$ cat config.mk
export PLATFORM = sky130hd
export DESIGN_NAME = vga_fb_arbiter
export DESIGN_NICKNAME = d
export VERILOG_FILES = /design/src/rtl/vga_fb_arbiter.sv
export SDC_FILE = /design/constraint.sdc
export NUM_CORES = 1
export LEC_CHECK = 0
export BUFFER_PORTS_ARGS = -buffer_cell sky130_fd_sc_hd__buf_2
export CAP_MARGIN = 20
export CORE_MARGIN = 2
export CORE_UTILIZATION = 44
export CTS_BUF_LIST = sky130_fd_sc_hd__clkbuf_4 sky130_fd_sc_hd__clkbuf_8 sky130_fd_sc_hd__clkbuf_16
export CTS_CLUSTER_DIAMETER = 100
export DETAILED_ROUTE_END_ITERATION = 10
export HOLD_SLACK_MARGIN = 0.1
export PLACE_DENSITY = 0.73
export SLEW_MARGIN = 5
export SYNTH_ARGS = -nofsm -noshare
export SYNTH_HDL_FRONTEND = slang
export SYNTH_SLANG_ARGS = --single-unit
$ cat constraint.sdc
create_clock -name clk -period 1.7 [get_ports clk]
set_input_delay 0.255 -clock clk [delete_from_list [all_inputs] [get_ports clk]]
set_output_delay 0.255 -clock clk [all_outputs]
set_load 0.1 [all_outputs]
$ cat src/rtl/vga_fb_arbiter.sv
`default_nettype none
// ============================================================================
// vga_fb_arbiter : single-port framebuffer arbiter, display reads first,
// writer bounded by a starvation counter and a one-entry skid. Revision 1.0
// ============================================================================
module vga_fb_arbiter #(
  parameter int ADDR_W     = 19,
  parameter int DATA_W     = 8,
  parameter int RD_LAT     = 1,
  parameter int STARVE_MAX = 4
) (
  input  logic              clk,
  input  logic              reset,
  input  logic              disp_req,
  input  logic [ADDR_W-1:0] disp_addr,
  output logic [DATA_W-1:0] disp_data,
  output logic              disp_valid,
  input  logic              wr_req,
  input  logic [ADDR_W-1:0] wr_addr,
  input  logic [DATA_W-1:0] wr_data,
  output logic              wr_ack,
  output logic              mem_en,
  output logic              mem_we,
  output logic [ADDR_W-1:0] mem_addr,
  output logic [DATA_W-1:0] mem_wdata,
  input  logic [DATA_W-1:0] mem_rdata
);

  localparam int             CNT_W   = $clog2(STARVE_MAX + 1);
  localparam logic [CNT_W-1:0] CNT_MAX = CNT_W'(STARVE_MAX);

  logic              skid_valid;
  logic [ADDR_W-1:0] skid_addr;
  logic [CNT_W-1:0]  starve_cnt;
  logic [RD_LAT:0]   rd_pipe;

  logic              wr_pend;
  logic              starved;
  logic              take_skid;
  logic              take_disp;
  logic              take_wr;
  logic              take_rd;
  logic [ADDR_W-1:0] next_addr;

  // A wr_req seen while wr_ack is high is the tail of the request just served.
  always_comb begin
    wr_pend   = wr_req && !wr_ack;
    starved   = wr_pend && (starve_cnt == CNT_MAX) && !skid_valid;
    take_skid = !starved && skid_valid;
    take_disp = !starved && !skid_valid && disp_req;
    take_wr   = starved || (!skid_valid && !disp_req && wr_pend);
    take_rd   = take_skid || take_disp;
    next_addr = '0;
    if (take_wr) begin
      next_addr = wr_addr;
    end else if (take_skid) begin
      next_addr = skid_addr;
    end else if (take_disp) begin
      next_addr = disp_addr;
    end
  end

  always_ff @(posedge clk or negedge reset) begin
    if (!reset) begin
      mem_en     <= 1'b0;
      mem_we     <= 1'b0;
      mem_addr   <= '0;
      mem_wdata  <= '0;
      wr_ack     <= 1'b0;
      skid_valid <= 1'b0;
      skid_addr  <= '0;
      starve_cnt <= '0;
      rd_pipe    <= '0;
      disp_valid <= 1'b0;
      disp_data  <= '0;
    end else begin
      mem_en    <= take_rd || take_wr;
      mem_we    <= take_wr;
      mem_addr  <= next_addr;
      mem_wdata <= take_wr ? wr_data : '0;
      wr_ack    <= take_wr;

      // Skid is only entered by a starved write and then refilled by every
      // new request while it drains, so it always holds the oldest fetch.
      if (starved || take_skid) begin
        skid_valid <= disp_req;
        if (disp_req) begin
          skid_addr <= disp_addr;
        end
      end

      if (!wr_req || take_wr) begin
        starve_cnt <= '0;
      end else if (wr_pend && (starve_cnt != CNT_MAX)) begin
        starve_cnt <= starve_cnt + CNT_W'(1);
      end

      rd_pipe    <= {rd_pipe[RD_LAT-1:0], take_rd};
      disp_valid <= rd_pipe[RD_LAT];
      if (rd_pipe[RD_LAT]) begin
        disp_data <= mem_rdata;
      end
    end
  end

endmodule
`default_nettype wire

==> results of run 1 <==
flip-flops by register name, summed over array words and instances (netlist names), 2 cells and up:
register	flops
disp_data	8
mem_addr	19
mem_wdata	8
rd_pipe	2
skid_addr	19
starve_cnt	3
routing by layer:
metal | part of all wire, % | vias up
met5 | 0 | -
met4 | 0.82 | 0
met3 | 8.7 | 6
met2 | 49 | 91
met1 | 42 | 916
li1 | - | 862
where the power goes:
group | leakage [nW] | switching (mW) | internal, mW
Sequential | 0.813 | 0.0819 | 1.67
Clock | 0.115 | 0.538 | 0.870
Combinational | 1.02 | 0.735 | 0.345
per-stage QoR:
stage	cells	setup WS, ns	total power, mW	area, sq um
global placement	342	0.0161	2.77	3260
floorplan	172	0.0155	2.56	2700
global route	365	-0.0303	4.42	3620
CTS	360	-0.00547	4.22	3500
detailed placement	342	-0.0331	2.79	3260
finish	365	0.0299	4.24	3620
critical path: stages, from the launching register on:
cell	delay (ns)
dfrtp_1	0.37
inv_2	0.06
ha_4	0.16
and4b_2	0.23
o21ai_4	0.22
buf_4	0.18
mux2_2	0.33
path summary, 6_finish.rpt:
kind                                from  slack (ns)       endpoint  cells past startpoint
setup reg to reg           starve_cnt[1]        0.03   skid_addr[0]                      6
max in group asynchronous          reset        0.87         mem_we                      3
hold / removal                wr_data[1]        0.12   mem_wdata[1]                      2
hold reg to reg               rd_pipe[0]        0.36     rd_pipe[1]                      0
min in group asynchronous          reset        0.31  skid_addr[12]                      2
setup / recovery           starve_cnt[1]        0.03   skid_addr[0]                      6
layout by cell type, fill, tap and decap left out, drive strengths merged:
cell type,instances
nor2,1
nand4b,1
ha,2
a21boi,1
a211o,2
clkbuf,12
xnor2,1
a32o,19
o211a,1
dfrtp,63
and3,2
a21oi,1
dlygate4sd3,1
nand2b,1
and2,8
clkinv,2
and4b,1
bufinv,2
mux2,47
inv,4
nor2b,1
a21o,1
nand2,2
nor3b,1
buf,112
o21ai,1
final cells by class:
| type | count | share of cell area, % |
|---|---|---|
| clock buffer | 12 | 4.05 |
| clock inverter | 4 | 1.94 |
| inverter | 4 | 0.415 |
| multi-input combinational | 94 | 29.6 |
| sequential | 63 | 43.7 |
| tap | 75 | 2.59 |
| timing repair buffer | 113 | 17.7 |
cell families (layout without fill, tap and decap cells):
kind of cell,after synthesis,count (layout),share of synthesized area [%]
AO/OA/AOI/OAI,25,26,8.78
XOR/XNOR,1,1,0.327
adder cells (fa/ha/maj),2,2,0.934
buffers and inverters,16,133,4.76
flip-flops,63,63,58.8
multiplexers,47,47,22.1
AND/OR/NAND/NOR,18,18,4.25
timing repair:
item,in CTS,in global routing
cloned,1,2
endpoints found under the hold margin,63,0
pin swaps,1,2
hold buffers,1,0
setup buffers,0,3
setup endpoints to repair,38,46
resized for setup,1,24
==> key figures, run 1 <==
Outcome
  • Outcome: completed

Floorplan
  • DIE AREA: 0.00673 sq mm
  • Ports: 97
  • # rows: 28
  • Starting Density: 45.3%
  • Core area: 0.00592 sq mm
  • Die W: 82.0 um
  • Die extent in y: 82.0 um

Global route
  • Met2 usage: roughly 30%
  • GR Layer Usage met3: 7.69%
  • Largest net degree at the start of global routing: 39
  • Met1 Track Usage GR: around a fifth
  • Initial antenna violation count: 0
  • Vias in the first global route: 1870
  • First-pass GRT wire length: a little under 9000 um
  • Grt peak-use layer: met2
  • Overall routing resource usage: 18.0%
  • Gr ovfl total: 0

Synthesis
  • Ys async rst share: 100%
  • Syn Nets: 232
  • Mapped Avg Cell Area: roughly 16 sq um
  • Post-synth top flop: dfrtp_1
  • Top cell type's share of synthesized area: 58.8%
  • Yosys top cell by area: dfrtp_1
  • Synth top area cells: dfrtp_1 59%, mux2_2 13%, mux2_4 9.5%
  • Sequential-to-total area share from yosys stat: between 50% and 60%
  • Top-count cell post-synth: dfrtp_1
  • Post-synthesis instance area: 0.00268 sq mm
  • Commonest cells post-synth: 63 x dfrtp_1, 30 x mux2_2, 19 x a32o_1, 17 x mux2_4, 8 x and2_1
  • Cell count after synthesis: 172
  • Yosys cell types: 28
  • Synth Warn #: 0
  • Seq cells post-synth: 63
  • Post-synth EDFFs: 0

STA
  • Hold WS: 0.123 ns
  • Relative slew margins: 66.9%
  • Final Hold Viols: 0
  • Fin crit share: 98.2%
  • Clock Skew: 0.00360 ns
  • Worst-margin pin slew: 0.500 ns
  • Fmax: 0.599 GHz
  • RSZ-0062 raised after global routing: true
  • Final TNS setup: 0 ns
  • Setup violators final: 0
  • Pins over their slew limit: 0
  • Fin crit period: between 1.5 and 2 ns

Drt
  • Via count: 1875
  • DR iter-0 viols: between 80 and 90
  • DRC: 0
  • Detailed Route WL: 5760 um
  • Vias per cell: a little over 5
  • DRT Pass-1 Iters: 4
  • WL per Instance: 15.8 um
  • ANT nets after route: 0

Critical path
  • Crit Path Max Fanout: 4
  • Kind of critical path: flop to flop
  • Crit end category: flop
  • Required time of the critical path: 1.92 ns
  • CP arrival: 1.89 ns
  • Setup crit start kind: flop

Power
  • LEAKAGE: just under 2 nW
  • Max VDD drop: 0.604 mV
  • Power Density: ~1200 mW/mm^2

Hold path
  • Hold Path Class: input port to flop

Cells and area
  • Share of cells above drive strength 1: ~64%
  • Core Util, Final: roughly three fifths
  • Ant. Diodes: 0
  • Fillers: roughly 480
  • Storage element area: 0.00158 sq mm
  • Multi-input gate area: 0.00107 sq mm
  • Final nets: 345
  • Area grow syn2layout: 35.0%

Placed design
  • Hpwl dp: 3860 um
  • PortBufs: 96
  • Gpl congestion: 0.780

CTS
  • CTS clk-pin slew, worst paths: 0.06 ns
  • Clock Tree Buf Depth: 2
  • Worst-Skew Late Latency: 0.33 ns
  • TritonCTS Buffers: 9
  • Clock sink total: 63
  • # H-tree levels: 3
  • CTS Root Cell: clkbuf_8
  • TritonCTS clock tree: yes

Run
  • Number of max-cap violations: 0
No activity file was read; power rests on OpenSTA's default activity.
==> inputs of run 2 (changes only) <==
--- a/config.mk
+++ b/config.mk
@@ -9,7 +9,6 @@
 export CAP_MARGIN = 20
 export CORE_MARGIN = 2
 export CORE_UTILIZATION = 44
-export CTS_BUF_LIST = sky130_fd_sc_hd__clkbuf_4 sky130_fd_sc_hd__clkbuf_8 sky130_fd_sc_hd__clkbuf_16
 export CTS_CLUSTER_DIAMETER = 100
 export DETAILED_ROUTE_END_ITERATION = 10
 export HOLD_SLACK_MARGIN = 0.1
==> constraint.sdc (replaced) <==
create_clock -name clk -period 1.7 [get_ports clk]
set_input_delay 0.085 -clock clk [delete_from_list [all_inputs] [get_ports clk]]
set_output_delay 0.085 -clock clk [all_outputs]
set_load 0.1 [all_outputs]
==> run 2 against run 1 <==
Compared with the run above: count of clock-buffer cells in the layout increased by 1; global-route usage increased by 2.3 points; register-to-register slack about the same; sequential cell count unchanged; fmax increased by 0.73%; cell area increased by 15%; sequential share of layout area decreased by 5.7 points.
==> key figures, run 2 (synthesis gave the netlist of run 1 again) <==
Power
  • P_int: 2.88 mW (about the same)
  • Power Density: 1020 mW/mm^2 (-13%)
  • Total power: 4.25 mW (+0.39%)
  • Clock share of power: 31.2% (-2.0 points)
  • Net Sw Frac: 32.3% (+0.30 points)
  • Seq pwr share: 41.2% (about the same)
  • LEAKAGE: 2.16 nW (+11%)
  • Psw: 1.37 mW (+1.3%)
  • Max VDD drop: 0.632 mV (+4.6%)
  • Combinational fraction of design power: 27.6% (+2.1 points)

Cells and area
  • Ant. Diodes: 0 (unchanged)
  • Commonest non-fill, non-tap cell in the layout: buf_2
  • Area grow syn2layout: 55.3%
  • Storage element area: 0.00158 sq mm (unchanged)
  • Final nets: 399 (+16%)
  • Multi-input gate area: 0.00110 sq mm (+2.7%)
  • Commonest non-fill, non-tap cells in the layout: 96 x buf_2, 62 x dfrtp_1, 58 x dlygate4sd3_1, 28 x mux2_4
  • Share of cells above drive strength 1: 52.9% (-11 points)
  • Top flop regs: mem_addr: 19 flops, skid_addr: 19 flops
  • Fillers: 415 (-14%)
  • Core Util, Final: 70.3% (+9.2 points)

Run
  • Number of max-cap violations: 0 (unchanged)

STA
  • Pins over their slew limit: 0 (unchanged)
  • Worst-margin pin slew: 0.508 ns (+0.00754 ns)
  • Fin crit share: 97.5% (-0.71 points)
  • Fmax: 0.603 GHz (+0.73%)
  • Fin crit period: 1.66 ns (-0.0121 ns)
  • Final Hold Viols: 0 (unchanged)
  • Hold WS: 0.284 ns (+0.162 ns)
  • RSZ-0062 raised after global routing: true
  • Setup violators final: 0 (unchanged)
  • Relative slew margins: 66.1% (-0.80 points)
  • Clock Skew: 0.00539 ns (+0.00179 ns)

Floorplan
  • Die extent in y: 82.0 um (unchanged)
  • Die W: 82.0 um (unchanged)
  • DIE AREA: 0.00673 sq mm (unchanged)
  • Core area: 0.00592 sq mm (unchanged)
  • Ports: 97 (unchanged)
  • # rows: 28 (unchanged)
  • Starting Density: 45.3% (unchanged)

Critical path
  • Kind of critical path: flop to flop
  • Reg2reg path depth: 6 (unchanged)
  • CP cell instances: inv_2, ha_4, and4b_2, o21ai_4, buf_6, mux2_2
  • CP arrival: 1.87 ns (-0.02 ns)
  • Required time of the critical path: 1.91 ns (about the same)
  • FF-to-FF End: skid_addr[6]
  • Crit end category: flop
  • Critical-path top delay cell: dfrtp_1
  • Reg2Reg Setup Slack: 0.04 ns (about the same)
  • CP max stage delay: 0.38 ns (about the same)
  • R2R Path Start: starve_cnt[1]
  • Crit Path Max Fanout: 9 (+5)
  • Setup crit start kind: flop

Global route
  • Grt peak-use layer: met2
  • GR Layer Usage met3: 5.71% (-2.0 points)
  • Met2 usage: 36.7% (+7.2 points)
  • Vias in the first global route: 2187 (+17%)
  • Initial antenna violation count: 0 (unchanged)
  • Largest net degree at the start of global routing: 39 (unchanged)
  • Met1 Track Usage GR: 22.5% (+1.4 points)
  • First-pass GRT wire length: 9950 um (+14%)
  • Gr ovfl total: 0 (unchanged)
  • Overall routing resource usage: 20.3% (+2.3 points)

Drt
  • DRT Pass-1 Iters: 4 (unchanged)
  • WL per Instance: 15.7 um (-0.66%)
  • DR iter-0 viols: 89 (+1.1%)
  • ANT nets after route: 0 (unchanged)
  • DRC: 0 (unchanged)
  • Via count: 2062 (+10%)
  • Detailed Route WL: 6570 um (+14%)
  • Vias per cell: 4.92 (-4.2%)

CTS
  • CTS clk-pin slew, worst paths: 0.07 ns (about the same)
  • Clock Tree Buf Depth: 2 (unchanged)
  • # H-tree levels: 3 (unchanged)
  • TritonCTS Buffers: 9 (unchanged)
  • Worst-Skew Late Latency: 0.33 ns (about the same)
  • CTS Root Cell: clkbuf_8
  • Clock sink total: 63 (unchanged)
  • TritonCTS clock tree: yes

Placed design
  • PortBufs: 96 (unchanged)
  • Gpl congestion: 0.794 (+1.8%)
  • Hpwl dp: 3820 um (-0.98%)

Hold path
  • Hold Path Class: input port to asynchronous set/reset pin

Outcome
  • Outcome: completed
-- run 2: timing repair --
action                                  in CTS  in global routing
setup buffers                                0                  0
gates cloned                                 1                  2
endpoints found under the setup margin      20                 46
pin swaps                                    1                  2
resized for setup                            2                 24
hold buffers                                58                  0
endpoints found under the hold margin      122                  0
-- run 2: worst max-delay path by stage --
stage | from | to | slack (ns) | cells after the start
2_1_floorplan | mem_we | skid_addr[0] | 0.02 | 4
3_3_place_gp | starve_cnt[0] | mem_addr[7] | 0.01 | 5
3_5_place_dp | starve_cnt[0] | mem_addr[4] | -0.02 | 5
4_1_cts | starve_cnt[0] | skid_addr[10] | -0.0001 | 6
5_1_grt | starve_cnt[1] | skid_addr[5] | -0.05 | 6
6_report | starve_cnt[1] | skid_addr[6] | 0.04 | 6
-- run 2: critical path, delay by kind of cell (launching register included) --
kind            cells  cell delay [ns]
flops               1             0.38
mux                 1             0.34
buf+inv             2             0.22
simple gates        1             0.24
compound gates      1             0.20
fa+ha+maj           1             0.16
-- run 2: stage by stage --
| stage | area, sq um | TNS [ns] | worst slack [ns] | cells |
|---|---|---|---|---|
| floorplan | 2700 | 0 | 0.0155 | 172 |
| global placement | 3250 | 0 | 0.0149 | 342 |
| detailed placement | 3250 | -0.132 | -0.0207 | 342 |
| CTS | 4060 | -0.000112 | -0.000112 | 417 |
| global route | 4160 | -0.445 | -0.0549 | 419 |
| finish | 4160 | 0 | 0.0420 | 419 |
-- run 2: per-layer routing --
layer	vias to the layer above	share of wire [%]
li1	971	-
met1	999	39
met2	87	53
met3	5	6.8
met4	0	0.52
met5	-	0
-- run 2: cell type report --
class | count | area share, %
inverter | 4 | 0.361
tap | 75 | 2.25
sequential | 63 | 38.0
multi-input combinational | 95 | 26.4
timing repair buffer | 166 | 28.0
clock buffer | 13 | 4.06
clock inverter | 3 | 0.962
-- run 2: power groups by stage --
| stage | Combinational [mW] | Sequential (mW) | Clock (mW) |
|---|---|---|---|
| after floorplan | 0.283 | 2.27 | 0 |
| after global placement | 1.00 | 1.76 | 0 |
| after detailed placement | 1.02 | 1.77 | 0 |
| after CTS | 1.13 | 1.74 | 1.36 |
| after global routing | 1.24 | 1.77 | 1.44 |
| final | 1.18 | 1.75 | 1.33 |
